`src/rtl/lc3_pkg.sv`:
```
// Shared encodings for the LC-3 control unit: FSM states, opcodes and the
// encoded control-field values driven onto the datapath.
package lc3_pkg;

  typedef enum logic [3:0] {
    FETCH0,
    FETCH1,
    FETCH2,
    DECODE,
    ALU,
    BR,
    JMP,
    LEA,
    ADDR,
    MEMRD,
    LDWB,
    STDATA,
    MEMWR,
    HALT
  } state_t;

  localparam logic [3:0] OP_BR   = 4'b0000;
  localparam logic [3:0] OP_ADD  = 4'b0001;
  localparam logic [3:0] OP_LD   = 4'b0010;
  localparam logic [3:0] OP_ST   = 4'b0011;
  localparam logic [3:0] OP_AND  = 4'b0101;
  localparam logic [3:0] OP_LDR  = 4'b0110;
  localparam logic [3:0] OP_STR  = 4'b0111;
  localparam logic [3:0] OP_NOT  = 4'b1001;
  localparam logic [3:0] OP_JMP  = 4'b1100;
  localparam logic [3:0] OP_LEA  = 4'b1110;
  localparam logic [3:0] OP_TRAP = 4'b1111;

  typedef enum logic [1:0] {
    ALU_PASS = 2'b00,
    ALU_ADD  = 2'b01,
    ALU_AND  = 2'b10,
    ALU_NOT  = 2'b11
  } alu_op_t;

  typedef enum logic [1:0] {
    PC_INC   = 2'b00,
    PC_ADDER = 2'b01,
    PC_BUS   = 2'b10
  } sel_pc_t;

  typedef enum logic [1:0] {
    EAB2_ZERO  = 2'b00,
    EAB2_OFF6  = 2'b01,
    EAB2_OFF9  = 2'b10,
    EAB2_OFF11 = 2'b11
  } sel_eab2_t;

  typedef enum logic [1:0] {
    HC_RUN     = 2'b00,
    HC_TRAP    = 2'b01,
    HC_ILLEGAL = 2'b10,
    HC_TIMEOUT = 2'b11
  } halt_t;

  // Bit positions inside en_bus {enaMARM,enaPC,enaALU,enaMDR} and ld {ldPC,ldIR,ldMAR,ldMDR}
  localparam int unsigned EN_MARM = 3;
  localparam int unsigned EN_PC   = 2;
  localparam int unsigned EN_ALU  = 1;
  localparam int unsigned EN_MDR  = 0;
  localparam int unsigned LD_PC   = 3;
  localparam int unsigned LD_IR   = 2;
  localparam int unsigned LD_MAR  = 1;
  localparam int unsigned LD_MDR  = 0;

  function automatic logic is_load(input logic [3:0] op);
    return (op == OP_LD) || (op == OP_LDR);
  endfunction

  function automatic logic uses_base_reg(input logic [3:0] op);
    return (op == OP_LDR) || (op == OP_STR);
  endfunction

  function automatic alu_op_t alu_op_of(input logic [3:0] op);
    alu_op_t r;
    case (op)
      OP_ADD:  r = ALU_ADD;
      OP_AND:  r = ALU_AND;
      OP_NOT:  r = ALU_NOT;
      default: r = ALU_PASS;
    endcase
    return r;
  endfunction

endpackage

```
`src/rtl/lc3_mem_wait.sv`:
```
// Memory wait-cycle counter: counts unanswered cycles of one access and
// flags a timeout once MEM_WAIT_MAX wait cycles have elapsed without ready.
module lc3_mem_wait
  import lc3_pkg::*;
#(
  parameter int unsigned MEM_WAIT_MAX = 15
) (
  input  logic clk,
  input  logic rst,
  input  logic active,
  input  logic mem_ready,
  output logic timeout
);

  localparam int unsigned CW = (MEM_WAIT_MAX < 1) ? 1 : $clog2(MEM_WAIT_MAX + 1);
  localparam logic [CW-1:0] LIMIT = CW'(MEM_WAIT_MAX);

  logic [CW-1:0] count;

  // Held at zero outside access states; no access state follows another
  // directly, so this is equivalent to clearing on entry.
  always_ff @(posedge clk or posedge rst) begin
    if (rst) begin
      count <= '0;
    end else if (!active || mem_ready) begin
      count <= '0;
    end else if (count != LIMIT) begin
      count <= count + CW'(1);
    end
  end

  assign timeout = active && !mem_ready && (count == LIMIT);

endmodule

```
`src/rtl/lc3_controller.sv`:
```
// LC-3 multicycle control unit: fetch/decode/execute FSM driving the
// datapath control fields, with memory-wait timeout and halt status.
module lc3_controller
  import lc3_pkg::*;
#(
  parameter int unsigned MEM_WAIT_MAX = 15
) (
  input  logic        clk,
  input  logic        rst,
  input  logic [15:0] IR,
  input  logic [2:0]  nzp,
  input  logic        mem_ready,
  output logic [1:0]  aluControl,
  output logic [2:0]  SR1,
  output logic [2:0]  SR2,
  output logic [2:0]  DR,
  output logic        logicWE,
  output logic        flagWE,
  output logic [1:0]  selPC,
  output logic        selMAR,
  output logic        selEAB1,
  output logic        selMDR,
  output logic [1:0]  selEAB2,
  output logic [3:0]  en_bus,
  output logic [3:0]  ld,
  output logic        mem_en,
  output logic        mem_we,
  output logic [1:0]  halt_code
);

  state_t     state;
  halt_t      halt_q;
  logic [3:0] opcode;
  logic       br_taken;
  logic       in_access;
  logic       timeout;
  logic       unused_ir;

  assign opcode    = IR[15:12];
  assign br_taken  = |(IR[11:9] & nzp);
  assign in_access = (state == FETCH1) || (state == MEMRD) || (state == MEMWR);
  assign unused_ir = ^IR[5:3];
  assign halt_code = halt_q;

  lc3_mem_wait #(
    .MEM_WAIT_MAX(MEM_WAIT_MAX)
  ) u_mem_wait (
    .clk      (clk),
    .rst      (rst),
    .active   (in_access),
    .mem_ready(mem_ready),
    .timeout  (timeout)
  );

  always_ff @(posedge clk or posedge rst) begin
    if (rst) begin
      state  <= FETCH0;
      halt_q <= HC_RUN;
    end else begin
      case (state)
        FETCH0: state <= FETCH1;
        FETCH1: begin
          if (mem_ready) begin
            state <= FETCH2;
          end else if (timeout) begin
            state  <= HALT;
            halt_q <= HC_TIMEOUT;
          end
        end
        FETCH2: state <= DECODE;
        DECODE: begin
          case (opcode)
            OP_ADD, OP_AND, OP_NOT:      state <= ALU;
            OP_BR:                       state <= BR;
            OP_JMP:                      state <= JMP;
            OP_LEA:                      state <= LEA;
            OP_LD, OP_ST, OP_LDR, OP_STR: state <= ADDR;
            OP_TRAP: begin
              state  <= HALT;
              halt_q <= HC_TRAP;
            end
            default: begin
              state  <= HALT;
              halt_q <= HC_ILLEGAL;
            end
          endcase
        end
        ADDR:   state <= is_load(opcode) ? MEMRD : STDATA;
        MEMRD: begin
          if (mem_ready) begin
            state <= LDWB;
          end else if (timeout) begin
            state  <= HALT;
            halt_q <= HC_TIMEOUT;
          end
        end
        STDATA: state <= MEMWR;
        MEMWR: begin
          if (mem_ready) begin
            state <= FETCH0;
          end else if (timeout) begin
            state  <= HALT;
            halt_q <= HC_TIMEOUT;
          end
        end
        ALU, BR, JMP, LEA, LDWB: state <= FETCH0;
        HALT:    state <= HALT;
        default: state <= FETCH0;
      endcase
    end
  end

  // Controls are decoded from state; reset forces them low without waiting for
  // a clock so an in-flight memory request is withdrawn immediately.
  always_comb begin
    aluControl = ALU_PASS;
    SR1        = '0;
    SR2        = '0;
    DR         = '0;
    logicWE    = 1'b0;
    flagWE     = 1'b0;
    selPC      = PC_INC;
    selMAR     = 1'b0;
    selEAB1    = 1'b0;
    selMDR     = 1'b0;
    selEAB2    = EAB2_ZERO;
    en_bus     = '0;
    ld         = '0;
    mem_en     = 1'b0;
    mem_we     = 1'b0;
    if (!rst) begin
      case (state)
        FETCH0: begin
          en_bus[EN_PC] = 1'b1;
          ld[LD_MAR]    = 1'b1;
          ld[LD_PC]     = 1'b1;
          selPC         = PC_INC;
        end
        FETCH1, MEMRD: begin
          mem_en     = 1'b1;
          selMDR     = 1'b1;
          ld[LD_MDR] = mem_ready;
        end
        FETCH2: begin
          en_bus[EN_MDR] = 1'b1;
          ld[LD_IR]      = 1'b1;
        end
        ALU: begin
          DR             = IR[11:9];
          SR1            = IR[8:6];
          SR2            = IR[2:0];
          en_bus[EN_ALU] = 1'b1;
          logicWE        = 1'b1;
          flagWE         = 1'b1;
          aluControl     = alu_op_of(opcode);
        end
        BR: begin
          if (br_taken) begin
            ld[LD_PC] = 1'b1;
            selPC     = PC_ADDER;
            selEAB1   = 1'b0;
            selEAB2   = EAB2_OFF9;
          end
        end
        JMP: begin
          SR1       = IR[8:6];
          selEAB1   = 1'b1;
          selEAB2   = EAB2_ZERO;
          selPC     = PC_ADDER;
          ld[LD_PC] = 1'b1;
        end
        LEA: begin
          en_bus[EN_MARM] = 1'b1;
          selMAR          = 1'b0;
          selEAB1         = 1'b0;
          selEAB2         = EAB2_OFF9;
          DR              = IR[11:9];
          logicWE         = 1'b1;
          flagWE          = 1'b1;
        end
        ADDR: begin
          en_bus[EN_MARM] = 1'b1;
          selMAR          = 1'b0;
          ld[LD_MAR]      = 1'b1;
          if (uses_base_reg(opcode)) begin
            selEAB1 = 1'b1;
            SR1     = IR[8:6];
            selEAB2 = EAB2_OFF6;
          end else begin
            selEAB1 = 1'b0;
            selEAB2 = EAB2_OFF9;
          end
        end
        LDWB: begin
          en_bus[EN_MDR] = 1'b1;
          DR             = IR[11:9];
          logicWE        = 1'b1;
          flagWE         = 1'b1;
        end
        STDATA: begin
          SR1            = IR[11:9];
          aluControl     = ALU_PASS;
          en_bus[EN_ALU] = 1'b1;
          ld[LD_MDR]     = 1'b1;
          selMDR         = 1'b0;
        end
        MEMWR: begin
          mem_en = 1'b1;
          mem_we = 1'b1;
        end
        default: ;
      endcase
    end
  end

endmodule

```
`config.mk`:
```
export PLATFORM = sky130hd
export DESIGN_NAME = lc3_controller
export DESIGN_NICKNAME = d
export VERILOG_FILES = /design/src/rtl/lc3_pkg.sv /design/src/rtl/lc3_mem_wait.sv /design/src/rtl/lc3_controller.sv
export SDC_FILE = /design/constraint.sdc
export NUM_CORES = 1
export LEC_CHECK = 0
export CAP_MARGIN = 20
export CORE_MARGIN = 2
export CORE_UTILIZATION = 43
export CTS_CLUSTER_DIAMETER = 60
export CTS_CLUSTER_SIZE = 10
export DETAILED_ROUTE_END_ITERATION = 10
export PLACE_DENSITY_LB_ADDON = 0.3
export SLEW_MARGIN = 20
export SYNTH_ARGS = -nofsm -noshare
export SYNTH_HDL_FRONTEND = slang
export SYNTH_SLANG_ARGS = --single-unit
```
`constraint.sdc`:
```
create_clock -name clk -period 3.38 [get_ports clk]
set_input_delay 0.676 -clock clk [delete_from_list [all_inputs] [get_ports clk]]
set_output_delay 0.676 -clock clk [all_outputs]
set_load 0.03 [all_outputs]
```
=== Word level (Yosys, flattened, before mapping) ===
Index checks and enable logic that the tools add are counted.

* Output and inout bits: 32
* Input port bits: 22
* Logic and storage cells: 112
* Register bits after elaboration: 10

* Add/sub/neg operators: 1
* Reductions and logical operators: 27
* Multiplexer cells: 52
* Bitwise operators: 1
* Equality and inequality tests: 28

{| class="wikitable"
|+ Operator list
! operator !! count
|-
| $eq A4 B4 Y1 const B || 11
|-
| $pmux W4 S9 || 1
|-
| $mux W4 || 8
|-
| $eq A4 B3 Y1 const B || 7
|-
| $pmux W4 S5 || 1
|-
| $mux W1 || 19
|-
| $mux W3 || 6
|-
| $eq A4 B2 Y1 const B || 4
|-
| $mux W2 || 8
|-
| $reduce_or A2 Y1 || 7
|-
| $pmux W2 S3 || 2
|-
| $reduce_or A3 Y1 || 4
|-
| $reduce_or A10 Y1 || 1
|-
| $pmux W3 S3 || 1
|-
| $eq A4 B1 Y1 const B || 2
|-
| $logic_not A4 Y1 || 2
|-
| $pmux W1 S2 || 4
|-
| $pmux W2 S2 || 2
|-
| $logic_or A1 B1 Y1 || 5
|-
| $add A4 B1 Y4 const B || 1
|-
| $ne A2 B2 Y1 const B || 2
|-
| $ne A4 B4 Y1 const B || 1
|-
| $reduce_and A4 Y1 || 1
|-
| $reduce_bool A2 Y1 || 2
|-
| 5 further kinds || 7
|}

=== Depth between registers and ports, before layout ===
* Depth after elaboration: 8
* Gate-level depth with buffers: 6
* Mapped depth without buffers: 5

=== Hierarchy ===
A second synthesis with hierarchy kept.

* Cell total of the unflattened synthesis: 162
* Area, all modules: 1181.1 um^2

{| class="wikitable"
|+ By module, submodules not included
! module !! area an instance (um^2) !! instances !! cells an instance !! seq. area each (um^2)
|-
| lc3_controller || 945.9 || 1 || 140 || 150.1
|-
| lc3_mem_wait || 235.2 || 1 || 22 || 100.1
|}

=== Worst setup path before layout ===
Ideal clock, no wire load.

* Path type: input port to output port
* Start: input rst
* End: output ld[3]
* Data arrival time: 2355 ps
* Slack: 349 ps
* Stages: 5
* Required time: 2704 ps
* Path buffers: 2
* Path through: clkbuf_1 > or3_1 > clkbuf_1 > nor3_1 > or2_1

* Word-level cells in the longest chain between the ends: 1

{| class="wikitable"
|+ RTL lines
! element !! RTL line !! text
|-
| start: declaration || lc3_controller.sv:9 || <nowiki>input logic rst,</nowiki>
|-
| $mux W4 || lc3_controller.sv:131 || <nowiki>if (!rst) begin</nowiki>
|-
| end: declaration || lc3_controller.sv:25 || <nowiki>output logic [3:0] ld,</nowiki>
|}

No other way between the ends.

=== Final worst setup path ===
* Start: input IR[15]
* End: output SR1[1]

* Word-level cells in the longest chain between the ends: 5
* Elaborated cells on any way between the ends: 6
* Classes of those cells: 2 x eq/ne; 3 x mux; 1 x reduce/logical

{| class="wikitable"
|+ RTL lines
! element !! RTL line !! text
|-
| start: declaration || lc3_controller.sv:10 || <nowiki>input logic [15:0] IR,</nowiki>
|-
| $eq A4 B3 Y1 || lc3_pkg.sv:76 || <nowiki>return (op == OP_LDR) || (op == OP_STR);</nowiki>
|-
| $logic_or A1 B1 Y1 * || lc3_pkg.sv:76 ||
|-
| $mux W3 * || lc3_controller.sv:185 || <nowiki>if (uses_base_reg(opcode)) begin</nowiki>
|-
| $pmux W3 S3 * || lc3_controller.sv:132 || <nowiki>case (state)</nowiki>
|-
| $mux W3 * || lc3_controller.sv:131 ||
|-
| end: declaration || lc3_controller.sv:14 || <nowiki>output logic [2:0] SR1,</nowiki>
|}

Mark *: on every way between the ends. The rest lies on a longest branch, timed or not.

==> out/summary.json <==
{
  "cap_violations": 0,
  "share_of_final_layout_standard_cells_stronger_than_drive_strength_1_pct": 10.3,
  "setup.worst_path.end_class": "output port",
  "report.final.setup_viol": 0,
  "post_cts_hold_buffer_count": 0,
  "synth_enable_flop_cells": 0,
  "io-pin-count": 54,
  "ctsRootBufferMaster": "sky130_fd_sc_hd__clkbuf_4",
  "pwr_density_cell_nw_per_um2": 614,
  "cts_buf_count": 3,
  "critical_path_peak_fanout": 4,
  "yosys_warnings": 0,
  "cts-resized-gates": 0,
  "die_height_um": 53.6,
  "cp-startpoint": "IR[15]",
  "area_of_all_sequential_standard_cells_um2": 250,
  "synth.largest_area_cell": "sky130_fd_sc_hd__dfrtp_1",
  "finalSetupTns_ns": 0,
  "clk_transition_reported_paths_ns": 0.06,
  "grt_setup_unrepaired": "false",
  "power.share.combinational_pct": 73.0,
  "layout.cells.most_common_list": "sky130_fd_sc_hd__clkdlybuf4s50_1, sky130_fd_sc_hd__nor2_1, sky130_fd_sc_hd__buf_4",
  "totalWireLength_um": 2970,
  "post-cts-setup-buffers": 0,
  "first_pass_iters": 4,
  "hold_path_depth": 2,
  "wire_length_of_the_first_global_routing_pass_um": 5020,
  "r2r_start": "state[0]",
  "skew_ns": 0.00309,
  "hold_removal_path_class": "flip-flop to flip-flop",
  "syn_area_per_cell_um2": 7.23,
  "fp-row-count": 17,
  "pwr-share-clk_pct": 7.9,
  "pwr-share-seq_pct": 19.1,
  "vias_per_cell": 5.67,
  "power.net_switching_uw": 487,
  "cts-root-to-sink-buffers": 2,
  "setup.worst_path.class": "primary input to output port",
  "place_hpwl_um": 2300,
  "layout_min_cycle_time_ns": 3.23,
  "flop_to_flop_setup_slack_ns": 1.73,
  "vias_after_detailed_routing": 1259,
  "multiInputGateArea_um2": 736,
  "die_area_um2": 2870,
  "reg2regPathDepth": 5,
  "min-delay-start": "state[2]",
  "wire_per_inst_um": 13.4,
  "synthArstFlopShare_pct": 100,
  "critPathLaunchType": "primary input",
  "clock_tree.htree_level_count": 1,
  "worst_ep_required_time_ns": 2.70,
  "share_of_yosys_cell_area_claimed_by_the_top_area_cell_type_pct": 23.7,
  "n_antenna_cell": 0,
  "synth_area_leaders": "sky130_fd_sc_hd__dfrtp_1, sky130_fd_sc_hd__nor2_1, sky130_fd_sc_hd__nand2b_1, sky130_fd_sc_hd__nor3_1, sky130_fd_sc_hd__a21oi_1",
  "final.fill_count": 191,
  "cellInternalPower_uw": 494,
  "final_max_slew_viol_count": 0,
  "port_buffers": 48,
  "synth.ff_latch_count": 10,
  "synthCells": 146,
  "design_power_total_uw": 980,
  "initial_utilization_pct": 46.4,
  "clk_latency_ns": 0.26,
  "achievable-frequency_ghz": 0.310,
  "final-hold-violation-count": 0,
  "post_synth_instance_area_um2": 1060,
  "final_cell_count_no_fill": 222,
  "netlist-cell-type-count": 43,
  "nNetsFinal": 219,
  "area_growth_syn_to_layout_pct": 51.2,
  "layout_worst_path_cycle_share_pct": 95.4,
  "cp.arrival_ns": 2.55,
  "rr_endpoint": "u_mem_wait.count[3]",
  "route.antenna.remaining_nets": 0,
  "grtUsageTotal_pct": 22.9,
  "initialDrtViolationCount": 40,
  "dr_drc_count": 0,
  "grt_max_degree": 25,
  "power.ir.vdd_worst_mv": 0.491,
  "synthFlopType": "sky130_fd_sc_hd__dfrtp_1",
  "coreArea_um2": 2280,
  "synth_sequential_area_ratio_pct": 23.7,
  "numPlacedInstances": 219,
  "grt_antenna_before_repair": 0,
  "die_width_um": 53.6,
  "min_delay_worst_endpoint": "state[2]",
  "grt_pass1_vias": 1155,
  "switching_share_pct": 49.6,
  "grt.overflow.total": 0,
  "outcome": "finished, final reports clean",
  "clock_sink_count": 10,
  "power.leakage_uw": 0.000655,
  "final_common_cell": "sky130_fd_sc_hd__clkdlybuf4s50_1",
  "gp_routability_congestion": 0.858,
  "tritoncts_clock_tree": "yes"
}
[area by class of cell]
cell class,instances,area share (%)
Clock buffer,3,1.41
Inverter,2,0.470
Multi-Input combinational cell,121,46.1
Sequential cell,10,15.7
Tap cell,28,2.19
Timing Repair Buffer,58,34.2
[sequential cells by signal (all words and copies together), names as in the netlist]
register and flops:
state 4, u_mem_wait.count 4, halt_code 2
[cell usage after synthesis (3+ instances only)]
library cell,instances
sky130_fd_sc_hd__a21oi_1,9
sky130_fd_sc_hd__a22oi_1,3
sky130_fd_sc_hd__and2_1,7
sky130_fd_sc_hd__buf_4,3
sky130_fd_sc_hd__clkbuf_1,9
sky130_fd_sc_hd__dfrtp_1,10
sky130_fd_sc_hd__mux2i_1,4
sky130_fd_sc_hd__nand2_1,5
sky130_fd_sc_hd__nand2b_1,10
sky130_fd_sc_hd__nand3_1,5
sky130_fd_sc_hd__nand3b_1,3
sky130_fd_sc_hd__nor2_1,20
sky130_fd_sc_hd__nor2b_1,4
sky130_fd_sc_hd__nor3_1,11
sky130_fd_sc_hd__o22ai_1,3
sky130_fd_sc_hd__or3_1,3
[routing by layer]
layer  vias to the layer above  track usage [%]  share of wire (%)
met1                       570             31.9                 45
met3                         0             2.22                9.9
met2                        72             38.3                 45
met4                         0             5.56                  0
li1                        617                -                  -
met5                         -                0                  0
[worst max-delay path: stages]
cell,delay (ns)
sky130_fd_sc_hd__clkdlybuf4s50_1,0.43
sky130_fd_sc_hd__nand3b_1,0.25
sky130_fd_sc_hd__o22ai_1,0.27
sky130_fd_sc_hd__a22oi_1,0.14
sky130_fd_sc_hd__nor2_1,0.11
sky130_fd_sc_hd__clkdlybuf4s50_1,0.68
[worst max path at each step]
stage               endpoint  slack (ns)  cells past startpoint
detailed placement     ld[3]        0.05                      6
floorplan              ld[3]        0.35                      5
global placement       ld[3]        0.09                      6
global route          SR1[1]        0.04                      6
finish                SR1[1]        0.15                      6
CTS                    ld[3]        0.04                      6
[power groups by stage]
| stage | sequential (µW) | combinational [µW] | clock (µW) |
|---|---|---|---|
| floorplan | 201 | 470 | 0 |
| finish | 187 | 716 | 77.7 |
| global route | 193 | 782 | 84.5 |
| CTS | 186 | 712 | 78.2 |
| global placement | 185 | 693 | 0 |
| detailed placement | 187 | 710 | 0 |
[cells by family after synthesis]
group	after synthesis	share of synthesized area (%)
AOI/OAI and AO/OA	32	20.4
adders and majority gates	1	1.18
other	1	0.355
xor gates and xnor gates	4	3.32
DFF	10	23.7
buffers and inverters	16	6.99
and+or+nand+nor	78	40.3
muxes	4	3.79
[stage by stage]
stage / hold slack [ns] / setup WS, ns / util (%) / instance area [µm²]
floorplan: 0.535 / 0.349 / - / 1060
global placement: 0.533 / 0.0852 / 69.0 / 1570
detailed placement: 0.561 / 0.0515 / 69.0 / 1570
CTS: 0.574 / 0.0405 / 70.0 / 1590
global route: 0.618 / 0.0440 / 70.1 / 1600
finish: 0.569 / 0.154 / 70.1 / 1600
Note: power is estimated with default switching activity, not from simulation.
